==> src/rtl/dsp_mac_pkg.sv <==
// Shared types and width/saturation helpers for the dsp_mac_pipe MAC engine.
package dsp_mac_pkg;

   typedef struct packed {
      logic first;
      logic last;
      logic valid;
   } mac_beat_t;

   function automatic int prod_width(input int bw);
      return 2 * bw;
   endfunction

   function automatic int sum_width(input int bw, input int lanes);
      return 2 * bw + $clog2(lanes);
   endfunction

   function automatic longint sat_max(input int acc_w);
      return (longint'(1) <<< (acc_w - 1)) - longint'(1);
   endfunction

   function automatic longint sat_min(input int acc_w);
      return -(longint'(1) <<< (acc_w - 1));
   endfunction

endpackage

==> src/rtl/dsp_mac_lane.sv <==
// One signed BIT_WIDTH x BIT_WIDTH multiplier lane with PIPE_STAGES registers,
// a shared stall enable and zero-skip operand gating.
module dsp_mac_lane
   import dsp_mac_pkg::*;
#(
   parameter int BIT_WIDTH   = 8,
   parameter int PIPE_STAGES = 2
) (
   input  logic                                  clk,
   input  logic                                  rst_n,
   input  logic                                  i_en,
   input  logic                                  i_valid,
   input  logic signed [BIT_WIDTH-1:0]           i_a,
   input  logic signed [BIT_WIDTH-1:0]           i_b,
   output logic signed [prod_width(BIT_WIDTH)-1:0] o_prod
);

   localparam int PW = prod_width(BIT_WIDTH);

   logic                    w_zero_in;
   logic [PIPE_STAGES-1:0]  r_zero;
   logic signed [PW-1:0]    r_prod [PIPE_STAGES];

   assign w_zero_in = !i_valid || (i_a == '0) || (i_b == '0);

   // A zero flag travels with each stage; data registers only load for non-zero products.
   always_ff @(posedge clk or negedge rst_n) begin
      if (!rst_n) begin
         r_zero <= '1;
         for (int unsigned s = 0; s < PIPE_STAGES; s++) begin
            r_prod[s] <= '0;
         end
      end else if (i_en) begin
         r_zero[0] <= w_zero_in;
         if (!w_zero_in) begin
            r_prod[0] <= PW'(i_a) * PW'(i_b);
         end
         for (int unsigned s = 1; s < PIPE_STAGES; s++) begin
            r_zero[s] <= r_zero[s-1];
            if (!r_zero[s-1]) begin
               r_prod[s] <= r_prod[s-1];
            end
         end
      end
   end

   assign o_prod = r_zero[PIPE_STAGES-1] ? '0 : r_prod[PIPE_STAGES-1];

endmodule

==> src/rtl/dsp_mac_pipe.sv <==
// Multi-lane signed MAC engine: per-packet accumulation of lane-product sums.
// Optional DSP_MAC_SAT_EN enables clamped accumulation with a sticky out_sat flag.
module dsp_mac_pipe
   import dsp_mac_pkg::*;
#(
   parameter int BIT_WIDTH   = 8,
   parameter int LANES       = 4,
   parameter int PIPE_STAGES = 2,
   parameter int ACC_WIDTH   = 32,
   parameter int CNT_WIDTH   = 16
) (
   input  logic                         clk,
   input  logic                         rst_n,
   input  logic                         in_valid,
   output logic                         in_ready,
   input  logic                         in_first,
   input  logic                         in_last,
   input  logic [LANES*BIT_WIDTH-1:0]   in_a,
   input  logic [LANES*BIT_WIDTH-1:0]   in_b,
   output logic                         out_valid,
   input  logic                         out_ready,
   output logic [ACC_WIDTH-1:0]         out_acc,
   output logic [CNT_WIDTH-1:0]         out_beats,
   output logic                         out_sat
);

   localparam int PW = prod_width(BIT_WIDTH);
   localparam int SW = sum_width(BIT_WIDTH, LANES);

   logic                          w_en;
   mac_beat_t                     r_s0_meta;
   logic [LANES*BIT_WIDTH-1:0]    r_s0_a;
   logic [LANES*BIT_WIDTH-1:0]    r_s0_b;
   mac_beat_t                     r_meta [PIPE_STAGES];
   logic signed [PW-1:0]          w_prod [LANES];
   logic signed [SW-1:0]          w_lane_sum;
   logic signed [SW-1:0]          r_sum;
   mac_beat_t                     r_sum_meta;
   logic signed [ACC_WIDTH-1:0]   r_acc;
   logic signed [ACC_WIDTH-1:0]   w_sum_ext;
   logic signed [ACC_WIDTH-1:0]   w_acc_base;
   logic signed [ACC_WIDTH-1:0]   w_acc_next;
   logic [CNT_WIDTH-1:0]          r_cnt;
   logic [CNT_WIDTH-1:0]          w_cnt_base;
   logic [CNT_WIDTH-1:0]          w_cnt_next;
   logic                          r_out_valid;
   logic [ACC_WIDTH-1:0]          r_out_acc;
   logic [CNT_WIDTH-1:0]          r_out_beats;

   // Whole pipeline freezes only while a result is waiting on the consumer.
   assign w_en      = !(r_out_valid && !out_ready);
   assign in_ready  = w_en;
   assign out_valid = r_out_valid;
   assign out_acc   = r_out_acc;
   assign out_beats = r_out_beats;

   always_ff @(posedge clk or negedge rst_n) begin
      if (!rst_n) begin
         r_s0_meta <= '0;
         r_s0_a    <= '0;
         r_s0_b    <= '0;
         for (int unsigned s = 0; s < PIPE_STAGES; s++) begin
            r_meta[s] <= '0;
         end
      end else if (w_en) begin
         r_s0_meta <= '{first: in_first, last: in_last, valid: in_valid};
         if (in_valid) begin
            r_s0_a <= in_a;
            r_s0_b <= in_b;
         end
         r_meta[0] <= r_s0_meta;
         for (int unsigned s = 1; s < PIPE_STAGES; s++) begin
            r_meta[s] <= r_meta[s-1];
         end
      end
   end

   for (genvar l = 0; l < LANES; l++) begin : g_lane
      dsp_mac_lane #(
         .BIT_WIDTH   (BIT_WIDTH),
         .PIPE_STAGES (PIPE_STAGES)
      ) u_lane (
         .clk     (clk),
         .rst_n   (rst_n),
         .i_en    (w_en),
         .i_valid (r_s0_meta.valid),
         .i_a     (r_s0_a[l*BIT_WIDTH +: BIT_WIDTH]),
         .i_b     (r_s0_b[l*BIT_WIDTH +: BIT_WIDTH]),
         .o_prod  (w_prod[l])
      );
   end

   always_comb begin
      w_lane_sum = '0;
      for (int unsigned l = 0; l < LANES; l++) begin
         w_lane_sum = w_lane_sum + SW'(w_prod[l]);
      end
   end

   always_ff @(posedge clk or negedge rst_n) begin
      if (!rst_n) begin
         r_sum      <= '0;
         r_sum_meta <= '0;
      end else if (w_en) begin
         r_sum      <= w_lane_sum;
         r_sum_meta <= r_meta[PIPE_STAGES-1];
      end
   end

   always_comb begin
      w_sum_ext  = ACC_WIDTH'(r_sum);
      w_acc_base = r_sum_meta.first ? '0 : r_acc;
      w_cnt_base = r_sum_meta.first ? '0 : r_cnt;
      w_cnt_next = (&w_cnt_base) ? w_cnt_base : w_cnt_base + CNT_WIDTH'(1);
   end

`ifdef DSP_MAC_SAT_EN
   localparam logic signed [ACC_WIDTH:0] LP_SAT_MAX = (ACC_WIDTH+1)'(sat_max(ACC_WIDTH));
   localparam logic signed [ACC_WIDTH:0] LP_SAT_MIN = (ACC_WIDTH+1)'(sat_min(ACC_WIDTH));

   logic signed [ACC_WIDTH:0] w_wide;
   logic                      w_clamp;
   logic                      w_sat_next;
   logic                      r_sat_sticky;
   logic                      r_out_sat;

   // One guard bit is enough: a clamped acc plus one lane sum cannot exceed ACC_WIDTH+1 bits.
   always_comb begin
      w_wide     = (ACC_WIDTH+1)'(w_acc_base) + (ACC_WIDTH+1)'(w_sum_ext);
      w_clamp    = 1'b0;
      w_acc_next = w_wide[ACC_WIDTH-1:0];
      if (w_wide > LP_SAT_MAX) begin
         w_acc_next = LP_SAT_MAX[ACC_WIDTH-1:0];
         w_clamp    = 1'b1;
      end else if (w_wide < LP_SAT_MIN) begin
         w_acc_next = LP_SAT_MIN[ACC_WIDTH-1:0];
         w_clamp    = 1'b1;
      end
      w_sat_next = (!r_sum_meta.first && r_sat_sticky) || w_clamp;
   end

   always_ff @(posedge clk or negedge rst_n) begin
      if (!rst_n) begin
         r_sat_sticky <= 1'b0;
         r_out_sat    <= 1'b0;
      end else if (w_en && r_sum_meta.valid) begin
         if (r_sum_meta.last) begin
            r_out_sat    <= w_sat_next;
            r_sat_sticky <= 1'b0;
         end else begin
            r_sat_sticky <= w_sat_next;
         end
      end
   end

   assign out_sat = r_out_sat;
`else
   assign w_acc_next = w_acc_base + w_sum_ext;
   assign out_sat    = 1'b0;
`endif

   always_ff @(posedge clk or negedge rst_n) begin
      if (!rst_n) begin
         r_acc       <= '0;
         r_cnt       <= '0;
         r_out_valid <= 1'b0;
         r_out_acc   <= '0;
         r_out_beats <= '0;
      end else begin
         if (r_out_valid && out_ready) begin
            r_out_valid <= 1'b0;
         end
         if (w_en && r_sum_meta.valid) begin
            if (r_sum_meta.last) begin
               r_out_acc   <= w_acc_next;
               r_out_beats <= w_cnt_next;
               r_out_valid <= 1'b1;
               r_acc       <= '0;
               r_cnt       <= '0;
            end else begin
               r_acc <= w_acc_next;
               r_cnt <= w_cnt_next;
            end
         end
      end
   end

endmodule

==> config.mk <==
export PLATFORM = sky130hd
export DESIGN_NAME = dsp_mac_pipe
export DESIGN_NICKNAME = d
export VERILOG_FILES = /design/src/rtl/dsp_mac_pkg.sv /design/src/rtl/dsp_mac_lane.sv /design/src/rtl/dsp_mac_pipe.sv
export SDC_FILE = /design/constraint.sdc
export NUM_CORES = 1
export LEC_CHECK = 0
export ABC_AREA = 1
export CORE_MARGIN = 2
export CORE_UTILIZATION = 55
export CTS_BUF_LIST = sky130_fd_sc_hd__clkbuf_16
export CTS_CLUSTER_DIAMETER = 30
export DETAILED_ROUTE_END_ITERATION = 12
export PLACE_DENSITY = 0.76
export SYNTH_ARGS = -nofsm -noshare
export SYNTH_HDL_FRONTEND = slang
export SYNTH_SLANG_ARGS = --single-unit
==> constraint.sdc <==
create_clock -name clk -period 3.85 [get_ports clk]
set_input_delay 0.9625 -clock clk [delete_from_list [all_inputs] [get_ports clk]]
set_output_delay 0.9625 -clock clk [all_outputs]
set_load 0.02 [all_outputs]
==> results of run 1 <==
[metrics by stage]
step                       util  cell area, sq um  instances  hold WS (ns)
after global routing      0.706             35500       4694         0.312
after detailed placement  0.618             31100       4507         0.457
after CTS                 0.682             34300       4662         0.304
final                     0.706             35500       4694         0.299
after global placement    0.618             31100       4507         0.448
after floorplan               -             28200       3652         0.442
[state kept, by name (all words and copies together) (netlist names)]
register	count
g_lane.u_lane.r_prod	128
g_lane.u_lane.r_zero	8
out_acc	32
out_beats	16
out_valid	1
r_acc	32
r_cnt	16
r_meta	6
r_s0_a	32
r_s0_b	32
r_s0_meta	3
r_sum	18
r_sum_meta	3
[routing by layer]
metal	global-route usage	up-vias	part of all wire
li1	-	11569	-
met1	0.336	11510	0.42
met2	0.454	716	0.50
met3	0.0435	190	0.049
met4	0.0796	2	0.030
met5	0	-	0.00020
[synth_stat cells (all sizes together)]
cell type	number	area (sq um)
nand2	1127	4260
inv	802	3010
dfrtp	319	7980
fa	254	5080
nor2	231	932
ha	165	2060
o21ai	151	756
nand3	137	691
a21oi	85	425
buf	80	445
mux2	57	642
clkbuf	46	173
xnor2	36	315
xor2	36	315
nand4	23	144
nor3	18	95.1
nand3b	17	128
o22ai	12	75.1
o21bai	9	67.6
or2	9	56.3
a31oi	8	50.1
dfstp	8	210
a21o	7	52.6
clkinv	5	25.0
nor4	5	46.3
a22o	2	17.5
and2	2	12.5
conb	1	3.75
[cell families after synthesis]
| logic type | after synthesis |
|---|---|
| and+or+nand+nor | 1569 |
| adders and majority gates | 419 |
| DFF | 327 |
| AOI/OAI and AO/OA | 274 |
| muxes | 57 |
| xor gates and xnor gates | 72 |
| other | 1 |
| buffers and inverters | 933 |
[cell type report]
cell class	count	area share
Multi-Input combinational cell	2392	0.499
Sequential cell	327	0.232
Timing Repair inverter	1	0.000106
Timing Repair Buffer	365	0.0917
Inverter	807	0.0861
Clock inverter	58	0.0166
Tap cell	672	0.0237
Clock buffer	72	0.0508
[worst max-delay path by stage]
stage / end / slack [ns] / start / cells after the start
after floorplan: g_lane[1].u_lane.r_prod[30] / 0.005 / r_s0_a[15] / 17
after global placement: g_lane[3].u_lane.r_prod[30] / -0.16 / r_s0_a[31] / 16
after detailed placement: g_lane[2].u_lane.r_prod[30] / -0.22 / r_s0_a[23] / 14
after CTS: g_lane[3].u_lane.r_prod[31] / -0.13 / r_s0_a[31] / 19
after global routing: g_lane[0].u_lane.r_prod[28] / -0.34 / r_s0_a[7] / 20
final: g_lane[0].u_lane.r_prod[28] / -0.26 / r_s0_a[7] / 20
[timing repair]
item,in CTS,in global routing
gates resized for setup,200,277
gates cloned,1,0
buffers inserted,24,37
setup endpoints to repair,35,36
pin swaps,82,133
==> reports/metrics.yaml, run 1 <==
run_status:
  outcome: "finished, violations left"
  failed_checks: "setup timing"
sta:
  slew_viol_final: 0
  worst-slew-pin-transition_ns: 0.858
  finalSetupViolations: 24
  skew_ns: 0.0236
  fin_tns_setup_ns: -2.77
  fin_ws_ns: -0.257
  hold_viol: 0
  fmax_mhz: 244
  min_period_over_period: 1.07
  rsz0062_at_grt: "yes"
  relSlewSlack: 0.426
  period_needed_ns: 4.11
cells_and_area:
  layout-drive-gt1-share: 0.200
  final_common_cell: "nand2_1"
  multiInputGateArea_sq_um: 17700
  n_fill_cell: 3790
  layout_common_cells: "nand2_1, inv_1, dfrtp_1, fa_1, buf_4"
  area_growth_pct: 26.3
  nNetsFinal: 4454
  seq_area_sq_um: 8240
  num_antenna_cells: 0
routing:
  drt_wl_total_um: 70800
  firstDrtPassIters: 5
  viasPerCell: 5.11
  remaining_drc_errors: 0
  postRouteAntennaNets: 0
  avgRoutedWirePerCell_um: 15.1
  drtIter0Drc: 1585
  vias: 23987
clock_network:
  numCtsBuffers: 71
  clkTransAtPathRegs_ns: 0.05
  cts.sinks: 327
  htreeDepth: 3
  cts-root-buf: "clkbuf_16"
  cts_tree: "yes"
  cts_hold_buf: 0
  clock_path_buffers: 3
  insertion_delay_ns: 0.60
grt:
  antenna_found_initial: 1
  grt_pass1_vias: 24036
  grt_pass1_wl_um: 114000
  gr-total-overflow: 0
  track_usage: 0.262
  grt_max_degree: 93
die:
  dieArea_sq_um: 52900
  dieWidth_um: 230
  coreArea_sq_um: 50300
  start_util: 0.559
  rows: 82
  top_level_ports: 121
  die_h_um: 230
synthesis:
  synthAdderAreaFrac: 0.255
  yosysSeqAreaShare: 0.292
  synth_top_family_by_area: "adder cells"
  synth.area.mux_share: 0.0229
  syn_area_sq_um: 28100
  syn_nets: 4141
  synth_seq_cells: 327
  synth_cells: 3652
  synth_cell_type_count: 43
  synth_compound_area_frac: 0.0514
  yosys_warnings: 0
  yosys.area_share.simple: 0.227
  avgSynthCellArea_sq_um: 7.69
  synth_xor_xnor_area_share: 0.0225
worst_setup_path:
  slowest_delay_ns: 0.52
  reg2reg_slack_ns: -0.26
  worstReg2RegStart: "r_s0_a[7]"
  cp.arrival_ns: 4.57
  cpMaxStageDelayCell: "fa_1"
  ff2ff_path_depth: 20
  start_kind: "flop"
  cp.required_ns: 4.31
  crit_type: "flop to flop"
  cpLargestDelayFamily: "adder cells"
  endpoint_kind: "flop"
  reg2reg_to: "g_lane[0].u_lane.r_prod[28]"
  crit_chain: "buf_6, nand2_4, inv_4, fa_1, inv_2, fa_1, inv_2, fa_1, inv_1, fa_1, inv_2, ha_4, buf_6, nand3_2, nand2_2, nand4_1, nand2_1, a21oi_2, o21ai_1, nand2_1"
  crit_path_max_fanout: 5
  path_buf_inv: 7
  crit_top_cell: "fa_1"
worst_hold_path:
  min_path_type: "input port to asynchronous set/reset pin"
job:
  max-cap-violations: 0
place:
  io_buffers: 119
  dpl_worst_slack_ns: -0.224
  gp_congestion: 0.941
  dpl.hpwl_um: 49800
Power of run 1 is not shown: default switching activity piles up to over one toggle a cycle in this logic, so the estimate is an artifact.
==> inputs of run 2 (changes only) <==
Settings changed: CTS_CLUSTER_SIZE set to 16.
==> results of run 2 <==
Same layout as run 1: the final DEF is identical, and so are final timing and power.
Power of run 2 is left out for the same reason.
==> inputs of run 3 (changes only) <==
Settings changed: CORE_MARGIN 2 to 5.
Clock period 3.85 ns to 3.5 ns, I/O delays scaled along.
==> run 3 against run 2 <==
The run still ends with setup timing left; sequential cell count is the same; non-clock buffer count grew 68; via count grew 1.8%; critical path depth is the same; utilization grew 1.7 points; count of clock-buffer cells in the layout grew 3; clock skew shrank 0.0057 ns; fmax grew 1.7%; register-to-register slack lost 0.28 ns; hold slack lost 0.085 ns; global-route usage shrank 0.88 points.
==> reports/metrics.yaml, run 3 (synthesized netlist as in run 1, its figures left out) <==
run_status:
  outcome: "finished, violations left"
  failed_checks: "setup timing"
cells_and_area:
  n_fill_cell: 3558
  num_antenna_cells: 0
  final_common_cell: "nand2_1"
  nNetsFinal: 4525
  regMostFlops: "g_lane.u_lane.r_prod"
  layout_common_cells: "nand2_1, inv_1, dfrtp_1, buf_4, fa_1"
  layout-drive-gt1-share: 0.235
  area_growth_pct: 29.7
  largest_reg_flops: 128
worst_setup_path:
  slowest_delay_ns: 0.53
  worstReg2RegStart: "r_s0_a[15]"
  reg2reg_to: "g_lane[1].u_lane.r_prod[26]"
  ff2ff_path_depth: 20
  endpoint_kind: "flop"
  crit_path_max_fanout: 6
  cpMaxStageDelayCell: "fa_1"
  start_kind: "flop"
  cp.arrival_ns: 4.52
  crit_type: "flop to flop"
  cpLargestDelayFamily: "adder cells"
  reg2reg_slack_ns: -0.54
  crit_chain: "nand2_1, inv_2, fa_1, inv_2, fa_1, inv_1, fa_1, inv_1, fa_1, inv_2, ha_4, a21oi_4, o21ai_4, nand2_2, nand2_1, nand2_1, nand2_2, xor2_1, nand2_1, nand2_1"
  path_buf_inv: 5
  critPathLaunch: "r_s0_a[15]"
  cp.required_ns: 3.98
  crit_top_cell: "nand2_1"
sta:
  period_needed_ns: 4.04
  worst-slew-pin-transition_ns: 0.887
  hold_viol: 0
  fin_ws_ns: -0.537
  relSlewSlack: 0.407
  skew_ns: 0.0178
  slew_viol_final: 0
  min_period_over_period: 1.15
  fmax_mhz: 248
  finalSetupViolations: 40
  rsz0062_at_grt: "yes"
  fin_tns_setup_ns: -15.20
routing:
  routed.top_layer: "met4"
  dr_wl_met2_um: 37100
  vias: 24425
  firstDrtPassIters: 7
  drt-met1-wl_um: 30100
  avgRoutedWirePerCell_um: 15.4
  remaining_drc_errors: 0
  drt_wl_total_um: 73600
  drtIter0Drc: 1571
  viasPerCell: 5.12
  wl_met3_um: 3590
  postRouteAntennaNets: 0
clock_network:
  cts-root-buf: "clkbuf_16"
  cts.sinks: 327
  htreeDepth: 3
  clock_path_buffers: 3
  clkTransAtPathRegs_ns: 0.05
  insertion_delay_ns: 0.60
  cts_tree: "yes"
  numCtsBuffers: 75
die:
  coreArea_sq_um: 50400
  top_level_ports: 121
  dieWidth_um: 236
  dieArea_sq_um: 55700
  start_util: 0.557
  die_h_um: 236
  rows: 82
worst_hold_path:
  min_path_type: "input port to asynchronous set/reset pin"
place:
  io_buffers: 119
  dpl.hpwl_um: 49900
  gp_congestion: 0.956
grt:
  track_usage: 0.253
  grt_pass1_vias: 25038
  grt_pass1_wl_um: 119000
  gr-total-overflow: 0
  grt_max_degree: 71
  antenna_found_initial: 0
job:
  max-cap-violations: 0
-- run 3: changes by cell type in the layout (fill, tap and decap cells not counted), moves of 15 or more --
cell	previous run	this run
inv_2	68	102
buf_4	205	248
nand2_2	43	61
inv_1	734	696
buf_6	33	58
ha_1	124	109
-- run 3: cell type report --
| cell class | count | area, sq um | area share |
|---|---|---|---|
| sequential | 327 | 8240 | 0.226 |
| inverter | 807 | 3050 | 0.0838 |
| clock inverter | 64 | 656 | 0.0180 |
| multi-input combinational | 2392 | 17900 | 0.491 |
| clock buffer | 75 | 1880 | 0.0516 |
| timing repair buffer | 433 | 3860 | 0.106 |
| tap | 672 | 841 | 0.0231 |
-- run 3: repair_timing --
item                       in CTS  in global routing
setup endpoints to repair      40                 45
resized for setup             237                223
setup buffers                  69                 30
pin swaps                     157                134
hold buffers                    0                  0
-- run 3: worst max path at each step --
stage / endpoint / cells after the start
3_3_place_gp: g_lane[3].u_lane.r_prod[26] / 16
4_1_cts: g_lane[3].u_lane.r_prod[28] / 19
6_report: g_lane[1].u_lane.r_prod[26] / 20
5_1_grt: g_lane[1].u_lane.r_prod[26] / 20
3_5_place_dp: g_lane[3].u_lane.r_prod[31] / 17
2_1_floorplan: g_lane[3].u_lane.r_prod[31] / 18
-- run 3: metrics by stage --
step	utilization	setup slack [ns]	instances	cell area, sq um	hold slack (ns)
2_1_floorplan	-	-0.283	3652	28800	0.442
3_3_place_gp	0.631	-0.466	4542	31800	0.450
3_5_place_dp	0.631	-0.527	4542	31800	0.460
4_1_cts	0.705	-0.465	4746	35500	0.229
5_1_grt	0.723	-0.723	4770	36400	0.241
6_report	0.723	-0.537	4770	36400	0.214
-- run 3: per-layer routing --
| layer | up-vias | GRT usage |
|---|---|---|
| met5 | - | 0 |
| met4 | 0 | 0.0841 |
| met3 | 220 | 0.0381 |
| met2 | 759 | 0.439 |
| met1 | 11743 | 0.327 |
| li1 | 11703 | - |
Power of run 3 is left out for the same reason.
